File: src/rtl/mult_hilo_ctrl.sv
// rtl/mult_hilo_ctrl.sv - HI/LO multiply controller between pipeline and multiplier core
//
// Purpose:
//    Accepts multiply requests from the pipeline, hands registered operands to
//    an external multiplier core, waits for its result with a timeout, and
//    holds the 32-bit product in the HI/LO register pair. HI/LO can also be
//    written directly (MtHi/MtLo) while the controller is idle.
//
// Ports:
//    Clk, Rst                      clock, synchronous active-high reset
//    MultReq, OpA, OpB             pipeline multiply request and operands
//    MtHi, MtLo, HiIn, LoIn        direct HI/LO writes
//    Idle, Done, Produto           multiplier core status and product
//    St                            one-cycle start pulse to the core
//    Multiplicando, Multiplicador  registered operands to the core
//    Busy                          stall back to the pipeline
//    ResultValid                   one-cycle pulse when a multiply updates HI/LO
//    Err                           one-cycle pulse on core timeout
//    HiOut, LoOut                  HI/LO register contents

module mult_hilo_ctrl #(
   parameter int TIMEOUT = 40
) (
   input  logic        Clk,
   input  logic        Rst,
   input  logic        MultReq,
   input  logic [15:0] OpA,
   input  logic [15:0] OpB,
   input  logic        MtHi,
   input  logic        MtLo,
   input  logic [15:0] HiIn,
   input  logic [15:0] LoIn,
   input  logic        Idle,
   input  logic        Done,
   input  logic [31:0] Produto,
   output logic        St,
   output logic [15:0] Multiplicando,
   output logic [15:0] Multiplicador,
   output logic        Busy,
   output logic        ResultValid,
   output logic        Err,
   output logic [15:0] HiOut,
   output logic [15:0] LoOut
);

   localparam int CW = (TIMEOUT < 2) ? 1 : $clog2(TIMEOUT + 1);

   typedef enum logic [2:0] {
      S_IDLE   = 3'd0,
      S_ZERO   = 3'd1,
      S_LAUNCH = 3'd2,
      S_WAIT   = 3'd3,
      S_WRITE  = 3'd4
   } state_t;

   state_t          state;
   state_t          nxt;
   logic [CW-1:0]   cnt;
   logic [15:0]     hi;
   logic [15:0]     lo;

   logic            accept;
   logic            op_zero;
   logic            mt_ok;
   logic            tmo;

   // A request is only taken while the core reports idle, so an operation
   // still in flight (e.g. across a reset) drains before a new start.
   assign accept  = (state == S_IDLE) && MultReq && Idle;
   assign op_zero = (OpA == 16'd0) || (OpB == 16'd0);
   // Direct writes lose to an accepted multiply in the same cycle.
   assign mt_ok   = (state == S_IDLE) && !accept;
   // Last permitted WAIT cycle with no result: abort now.
   assign tmo     = (state == S_WAIT) && !Done && (cnt == CW'(TIMEOUT - 1));

   // State register
   always_ff @(posedge Clk) begin
      if (Rst) begin
         state <= S_IDLE;
      end else begin
         state <= nxt;
      end
   end

   // Next-state logic
   always_comb begin
      nxt = state;
      case (state)
         S_IDLE: begin
            if (accept) begin
               // A zero operand needs no trip through the core.
               nxt = op_zero ? S_ZERO : S_LAUNCH;
            end
         end
         S_ZERO:   nxt = S_IDLE;
         S_LAUNCH: nxt = S_WAIT;
         S_WAIT: begin
            if (Done) begin
               nxt = S_WRITE;
            end else if (tmo) begin
               nxt = S_IDLE;
            end
         end
         S_WRITE:  nxt = S_IDLE;
         default:  nxt = S_IDLE;
      endcase
   end

   // Output logic
   always_comb begin
      St          = 1'b0;
      Busy        = 1'b0;
      ResultValid = 1'b0;
      Err         = 1'b0;
      case (state)
         S_IDLE: begin
            // Hold the pipeline while it asks and the core is still draining.
            Busy = MultReq && !Idle;
         end
         S_ZERO: begin
            Busy        = 1'b1;
            ResultValid = 1'b1;
         end
         S_LAUNCH: begin
            Busy = 1'b1;
            St   = 1'b1;
         end
         S_WAIT: begin
            Busy = 1'b1;
            Err  = tmo;
         end
         S_WRITE: begin
            Busy        = 1'b1;
            ResultValid = 1'b1;
         end
         default: begin
            Busy = 1'b0;
         end
      endcase
   end

   // Operand registers: captured once on accept, held through LAUNCH and WAIT.
   always_ff @(posedge Clk) begin
      if (Rst) begin
         Multiplicando <= 16'd0;
         Multiplicador <= 16'd0;
      end else if (accept) begin
         Multiplicando <= OpA;
         Multiplicador <= OpB;
      end
   end

   // Timeout counter: zeroed while launching so WAIT starts from 0.
   always_ff @(posedge Clk) begin
      if (Rst) begin
         cnt <= '0;
      end else if (state == S_LAUNCH) begin
         cnt <= '0;
      end else if (state == S_WAIT) begin
         cnt <= cnt + CW'(1);
      end
   end

   // HI/LO registers. Done is only honoured in WAIT, so a late result from an
   // aborted or reset operation can never land here.
   always_ff @(posedge Clk) begin
      if (Rst) begin
         hi <= 16'd0;
         lo <= 16'd0;
      end else if (state == S_ZERO) begin
         hi <= 16'd0;
         lo <= 16'd0;
      end else if ((state == S_WAIT) && Done) begin
         hi <= Produto[31:16];
         lo <= Produto[15:0];
      end else if (mt_ok) begin
         if (MtHi) begin
            hi <= HiIn;
         end
         if (MtLo) begin
            lo <= LoIn;
         end
      end
   end

   assign HiOut = hi;
   assign LoOut = lo;

endmodule

File: config.mk
export PLATFORM = sky130hd
export DESIGN_NAME = mult_hilo_ctrl
export DESIGN_NICKNAME = d
export VERILOG_FILES = /design/src/rtl/mult_hilo_ctrl.sv
export SDC_FILE = /design/constraint.sdc
export NUM_CORES = 1
export LEC_CHECK = 0
export BUFFER_PORTS_ARGS = -buffer_cell sky130_fd_sc_hd__buf_4
export CORE_MARGIN = 2
export CORE_UTILIZATION = 46
export CTS_BUF_LIST = sky130_fd_sc_hd__clkbuf_8
export DETAILED_ROUTE_END_ITERATION = 7
export PLACE_DENSITY = 0.91
export SYNTH_ARGS = -nofsm -noshare
export SYNTH_HDL_FRONTEND = slang
export SYNTH_SLANG_ARGS = --single-unit
File: constraint.sdc
create_clock -name Clk -period 2 [get_ports Clk]
set_input_delay 0.2 -clock Clk [delete_from_list [all_inputs] [get_ports Clk]]
set_output_delay 0.2 -clock Clk [all_outputs]
set_load 0.005 [all_outputs]
==> results of run 1 <==
==> layout make-up <==
cell class / count / area, um^2 / area share, %
clock inverters: 4 / 45.0 / 0.985
clock buffers: 11 / 151 / 3.31
inverters: 2 / 7.51 / 0.164
flip-flops and latches: 73 / 1460 / 32.0
repair buffers: 177 / 1350 / 29.6
multi-input cells: 283 / 1460 / 31.9
well taps: 77 / 96.3 / 2.11
==> path summary, 6_finish.rpt <==
check	from	to	slack, ns	depth (start not counted)
max reg2reg	state[0]	LoOut[0]	0.16	4
min reg2reg	Multiplicador[1]	Multiplicador[1]	0.46	2
max	state[0]	LoOut[0]	0.16	4
min	OpB[4]	Multiplicador[4]	0.11	3
==> critical path: cells and delay by family (launching register included) <==
kind	cells	cell delay, ns
buffers and inverters	1	0.27
flip-flops	1	0.51
AO/OA/AOI/OAI	1	0.28
AND/OR/NAND/NOR	2	0.64
==> routing by layer <==
| metal | track usage, % | part of all wire [%] | vias up |
|---|---|---|---|
| met1 | 29.6 | 39 | 1567 |
| li1 | - | - | 1639 |
| met2 | 43.1 | 54 | 111 |
| met3 | 3.62 | 4.9 | 22 |
| met5 | 0 | 0 | - |
| met4 | 11.1 | 2.5 | 0 |
==> power by group <==
part	switching (mW)	total, mW	leakage [nW]	internal, mW
Clock	0.518	1.15	0.104	0.629
Sequential	0.0506	1.59	0.596	1.54
Combinational	0.265	0.588	1.32	0.323
Total	0.834	3.32	2.02	2.49
==> logic make-up after synthesis <==
logic type,count (synthesis),share of synthesized area [%]
compound gates,72,18.0
xor+xnor,6,1.69
fa+ha+maj,1,0.402
buf+inv,33,6.35
flops,73,46.9
simple gates,204,26.6
==> placed cells by master, fill, tap and decap left out <==
master | netlist | routed
o31ai_1 | 1 | 1
a21oi_1 | 34 | 34
dfxtp_1 | 73 | 72
nor3_1 | 4 | 4
dfxtp_2 | 0 | 1
bufinv_16 | 0 | 1
clkinvlp_4 | 0 | 1
nand3_1 | 2 | 2
a41o_1 | 1 | 1
or2_2 | 2 | 2
a2111o_1 | 1 | 1
nand4_1 | 5 | 5
a311oi_2 | 6 | 6
inv_1 | 2 | 4
xor2_1 | 4 | 4
a311oi_1 | 26 | 26
a2111oi_4 | 1 | 1
a31o_2 | 1 | 1
xnor2_1 | 2 | 2
clkbuf_8 | 0 | 11
buf_12 | 2 | 2
nand2_1 | 137 | 136
nor2_1 | 40 | 40
and2_1 | 2 | 2
ha_1 | 1 | 1
nor2b_1 | 1 | 1
a211o_1 | 1 | 1
nand2_2 | 0 | 1
buf_4 | 2 | 175
and3b_1 | 1 | 1
nor4_1 | 8 | 8
and3_1 | 2 | 2
==> Yosys cell counts <==
| cell type | instances |
|---|---|
| and2_1 | 2 |
| buf_4 | 2 |
| buf_6 | 3 |
| clkbuf_1 | 15 |
| nor2b_1 | 1 |
| a41o_1 | 1 |
| a21oi_1 | 34 |
| buf_12 | 2 |
| nand2_1 | 137 |
| nor2_1 | 40 |
| nand4_1 | 5 |
| xnor2_1 | 2 |
| o31ai_1 | 1 |
| a311oi_1 | 26 |
| nor3_1 | 4 |
| and3b_1 | 1 |
| a31o_2 | 1 |
| a2111oi_4 | 1 |
| xor2_1 | 4 |
| nand3_1 | 2 |
| a311oi_2 | 6 |
| ha_1 | 1 |
| or2_2 | 2 |
| nor4_1 | 8 |
| and3_1 | 2 |
| dfxtp_1 | 73 |
| inv_1 | 2 |
| buf_2 | 9 |
| a211o_1 | 1 |
| a2111o_1 | 1 |
==> registers in the layout (all words and copies together), names as in the netlist <==
signal / count
Multiplicando: 16
cnt: 6
Multiplicador: 16
LoOut: 16
HiOut: 16
state: 3
==> per-stage QoR <==
step	util, %	hold slack (ns)	area, um^2
floorplan	-	0.336	3110
global placement	67.8	0.442	4380
detailed placement	67.8	0.447	4380
CTS	70.8	0.106	4570
global route	70.8	0.105	4570
finish	70.8	0.112	4570
==> summary.txt, run 1 <==
Largest buffer count on any clock path -> 2
Netlist Area Pre-Place -> 0.00311 mm^2
Final ANT Viol Nets -> 0
Routed wire per std cell -> 15.0 um
# fillers -> 513
Sink Count -> 73
I/O Buffers -> 170
Initial antenna violation count -> 0
Critical path peak fanout -> 16
# Post-CTS Setup Buffers -> 0
Core Footprint -> 0.00646 mm^2
Synth area leader -> dfxtp_1
Max incr delay on CP -> 0.51 ns
TritonCTS Buffers -> 9
Critical Path RT -> 2.22 ns
Via density -> 5.33
Tcrit/Tclk final -> 91.8%
Post-layout nets -> 650
Pin count of the biggest net entering global routing -> 39
Yosys warns -> 0
Die area -> 0.00744 mm^2
Setup slack at placement -> 0.156 ns
Slew margin rel. -> 48.9%
Clock Pin Slew Worst Setup and Hold Paths -> 0.08 ns
Initial Util -> 48.2%
H-tree depth -> 3
Clock Skew -> 0.0121 ns
Global Route Usage Sum -> 24.5%
Routed wire length -> 9400 um
Max-cap viol count -> 0
Setup CP Type -> register to register
Layout area overhead -> 46.9%
Routed vias -> 3339
Worst-Margin Slew -> 0.767 ns
Synth area leaders -> dfxtp_1, nand2_1, a311oi_1
Mean Syn Cell Area -> 8.01 um^2
Site Rows -> 29
Seq/Total Area, Yosys -> 46.9%
DRT iter0 DRCs -> 182
Post-DP HPWL -> 6970 um
Static leakage -> 2.02 nW
Die width -> 86.3 um
Post-route insts no fill -> 627
CP Cell Sequence -> and3b_1, nand2_2, buf_4, a311oi_1
FMAX -> 0.545 GHz
CP Capture Type -> register
Resized Gates After CTS -> 0
CTS hold repair buffers -> 0
Endpoints failing setup -> 0
Antenna cells -> 0
Vias in the first global route -> 3139
RSZ-0062 raised after global routing -> false
Post-Place Cells -> 612
Power per cell area -> 726 mW/mm^2
Arr. time, crit path -> 2.06 ns
Pwr Total -> 3.32 mW
I/O pin count -> 171
Die Y -> 86.3 um
Syn Nets -> 493
Setup TNS -> 0 ns
1st-pass router iterations -> 6
Distinct cell type count after synthesis -> 30
Root Driver -> clkbuf_8
First-pass GRT wire length -> 14600 um
Outcome -> completed
Slew Limit Fails -> 0
Cells after synthesis -> 389
Final GP Congestion -> 0.869
Hold Violations, Final -> 0
GR Overflow Total -> 0
CP max-delay cell -> dfxtp_1
# DRC -> 0
Synthesized flop and latch total -> 73
Startpoint types -> register
Maximum VDD drop -> 0.000441 V
Fin crit period -> 1.84 ns
Clock Latency Late Sink -> 0.34 ns
Post-synth top area share -> 46.9%
Final WS setup -> 0.164 ns
CTS tree -> done
Hold Path Class -> input port to register
Fraction of layout cells with a size suffix above 1 -> 36.7%
Power figures use the tool's default switching activity.
==> run 2: changes to the inputs <==
==> constraint.sdc (replaced) <==
create_clock -name Clk -period 1.95 [get_ports Clk]
set_input_delay 0.195 -clock Clk [delete_from_list [all_inputs] [get_ports Clk]]
set_output_delay 0.195 -clock Clk [all_outputs]
set_load 0.005 [all_outputs]
==> run 2 against run 1 <==
  * Worst setup slack better by 0.0067 ns
  * Clock skew down 0.0062 ns
  * Non-clock buffer count down 2
  * Via count down 1.2%
  * Utilization up 0.46 points
  * Combinational power up 2%
  * Highest routed layer unchanged
  * Final cell count down 0.16%
  * Global-route usage up 0.080 points
==> summary.txt, run 2 (synthesis gave the netlist of run 1 again) <==
Initial Util -> 48.2%
Setup crit end -> HiOut[2]
Site Rows -> 29
# Post-CTS Setup Buffers -> 0
FMAX -> 0.562 GHz
Setup CP Type -> register to register
Antenna cells -> 0
Startpoint types -> register
Layout area overhead -> 47.9%
CTS hold repair buffers -> 0
Sink Count -> 73
Final core utilization -> 71.3%
Clock Skew -> 0.00591 ns
GR Overflow Total -> 0
Die width -> 86.3 um
Die area -> 0.00744 mm^2
Global Route Usage Sum -> 24.6%
Routed vias -> 3299
Resized Gates After CTS -> 0
Critical path peak fanout -> 11
Initial antenna violation count -> 0
CTS tree -> done
Pwr Total -> 3.66 mW
Critical Path RT -> 2.19 ns
1st-pass router iterations -> 4
Power per cell area -> 794 mW/mm^2
Endpoints failing setup -> 0
H-tree depth -> 3
Hold Path Class -> input port to register
Static leakage -> 2.02 nW
# fillers -> 512
Pin count of the biggest net entering global routing -> 65
Root Driver -> clkbuf_8
Hold Violations, Final -> 0
CP Capture Type -> register
Largest buffer count on any clock path -> 2
Setup slack at placement -> 0.187 ns
Reg2Reg Setup Slack -> 0.17 ns
TritonCTS Buffers -> 9
Post-DP HPWL -> 6820 um
Final WS setup -> 0.171 ns
Fraction of layout cells with a size suffix above 1 -> 36.6%
I/O pin count -> 171
Core Footprint -> 0.00646 mm^2
Leading cell types in the layout, fill and taps excluded -> buf_4, nand2_1, dfxtp_1
Arr. time, crit path -> 2.02 ns
First-pass GRT wire length -> 14600 um
Clock Pin Slew Worst Setup and Hold Paths -> 0.08 ns
DRT iter0 DRCs -> 128
Clock Latency Late Sink -> 0.34 ns
Slew Limit Fails -> 0
Post-layout nets -> 648
Die Y -> 86.3 um
R2R depth -> 5
RR Endpoint -> HiOut[2]
Via density -> 5.27
Final ANT Viol Nets -> 0
Most common cell after layout, fill and taps aside -> buf_4
Routed wire length -> 9240 um
Max-cap viol count -> 0
Vias in the first global route -> 3066
Slew margin rel. -> 49.4%
I/O Buffers -> 170
Outcome -> completed
# DRC -> 0
Final GP Congestion -> 0.878
Worst-Margin Slew -> 0.759 ns
Routed wire per std cell -> 14.8 um
Worst R2R Start -> state[2]
Tcrit/Tclk final -> 91.3%
RSZ-0062 raised after global routing -> false
Worst hold stages -> 3
Fin crit period -> 1.78 ns
Setup TNS -> 0 ns
Maximum VDD drop -> 0.000405 V
Critical Path Start -> state[2]
run 2: cell type report:
type                       instances  area (um^2)  share of cell area [%]
tap                               77         96.3                    2.09
sequential                        73         1460                    31.7
clock buffer                       9          124                    2.69
inverter                           2         7.51                   0.163
timing repair buffer             175         1340                    29.1
clock inverter                     7          119                    2.58
multi-input combinational        283         1460                    31.7
run 2: worst max-delay path: stages, from the launching register on:
cell       delay, ns
dfxtp_1         0.41
a2111oi_4       0.41
and2_1          0.34
buf_12          0.17
nand2_1         0.08
a311oi_2        0.27
run 2: power by group:
part	internal, mW	leakage [nW]	switching [mW]
Clock	0.852	0.121	0.579
Combinational	0.329	1.31	0.270
Sequential	1.58	0.596	0.0507
Total	2.76	2.02	0.900
run 2: how the worst min path moves through the flow:
| stage | startpoint | to | slack [ns] |
|---|---|---|---|
| after floorplan | OpB[0] | Multiplicador[0] | 0.33 |
| after global placement | Multiplicando[13] | Multiplicando[13] | 0.44 |
| after detailed placement | Multiplicador[7] | Multiplicador[7] | 0.45 |
| after CTS | OpA[0] | Multiplicando[0] | 0.09 |
| after global routing | OpB[12] | Multiplicador[12] | 0.10 |
| final | OpA[15] | Multiplicando[15] | 0.11 |
run 2: metrics by stage:
| step | area [um^2] | std cells | hold WS (ns) |
|---|---|---|---|
| floorplan | 3110 | 389 | 0.331 |
| global placement | 4360 | 610 | 0.442 |
| detailed placement | 4360 | 610 | 0.447 |
| CTS | 4600 | 626 | 0.0939 |
| global route | 4600 | 626 | 0.101 |
| finish | 4600 | 626 | 0.109 |
run 2: layer usage:
layer  routed length, um  share of wire [%]  global-route usage, %  up-vias
met4                 204                2.2                   10.9        0
met3                 399                4.3                   3.90       16
li1                    -                  -                      -     1637
met5                   0                  0                      0        -
met2                4920                 53                   42.8      107
met1                3710                 40                   29.9     1539
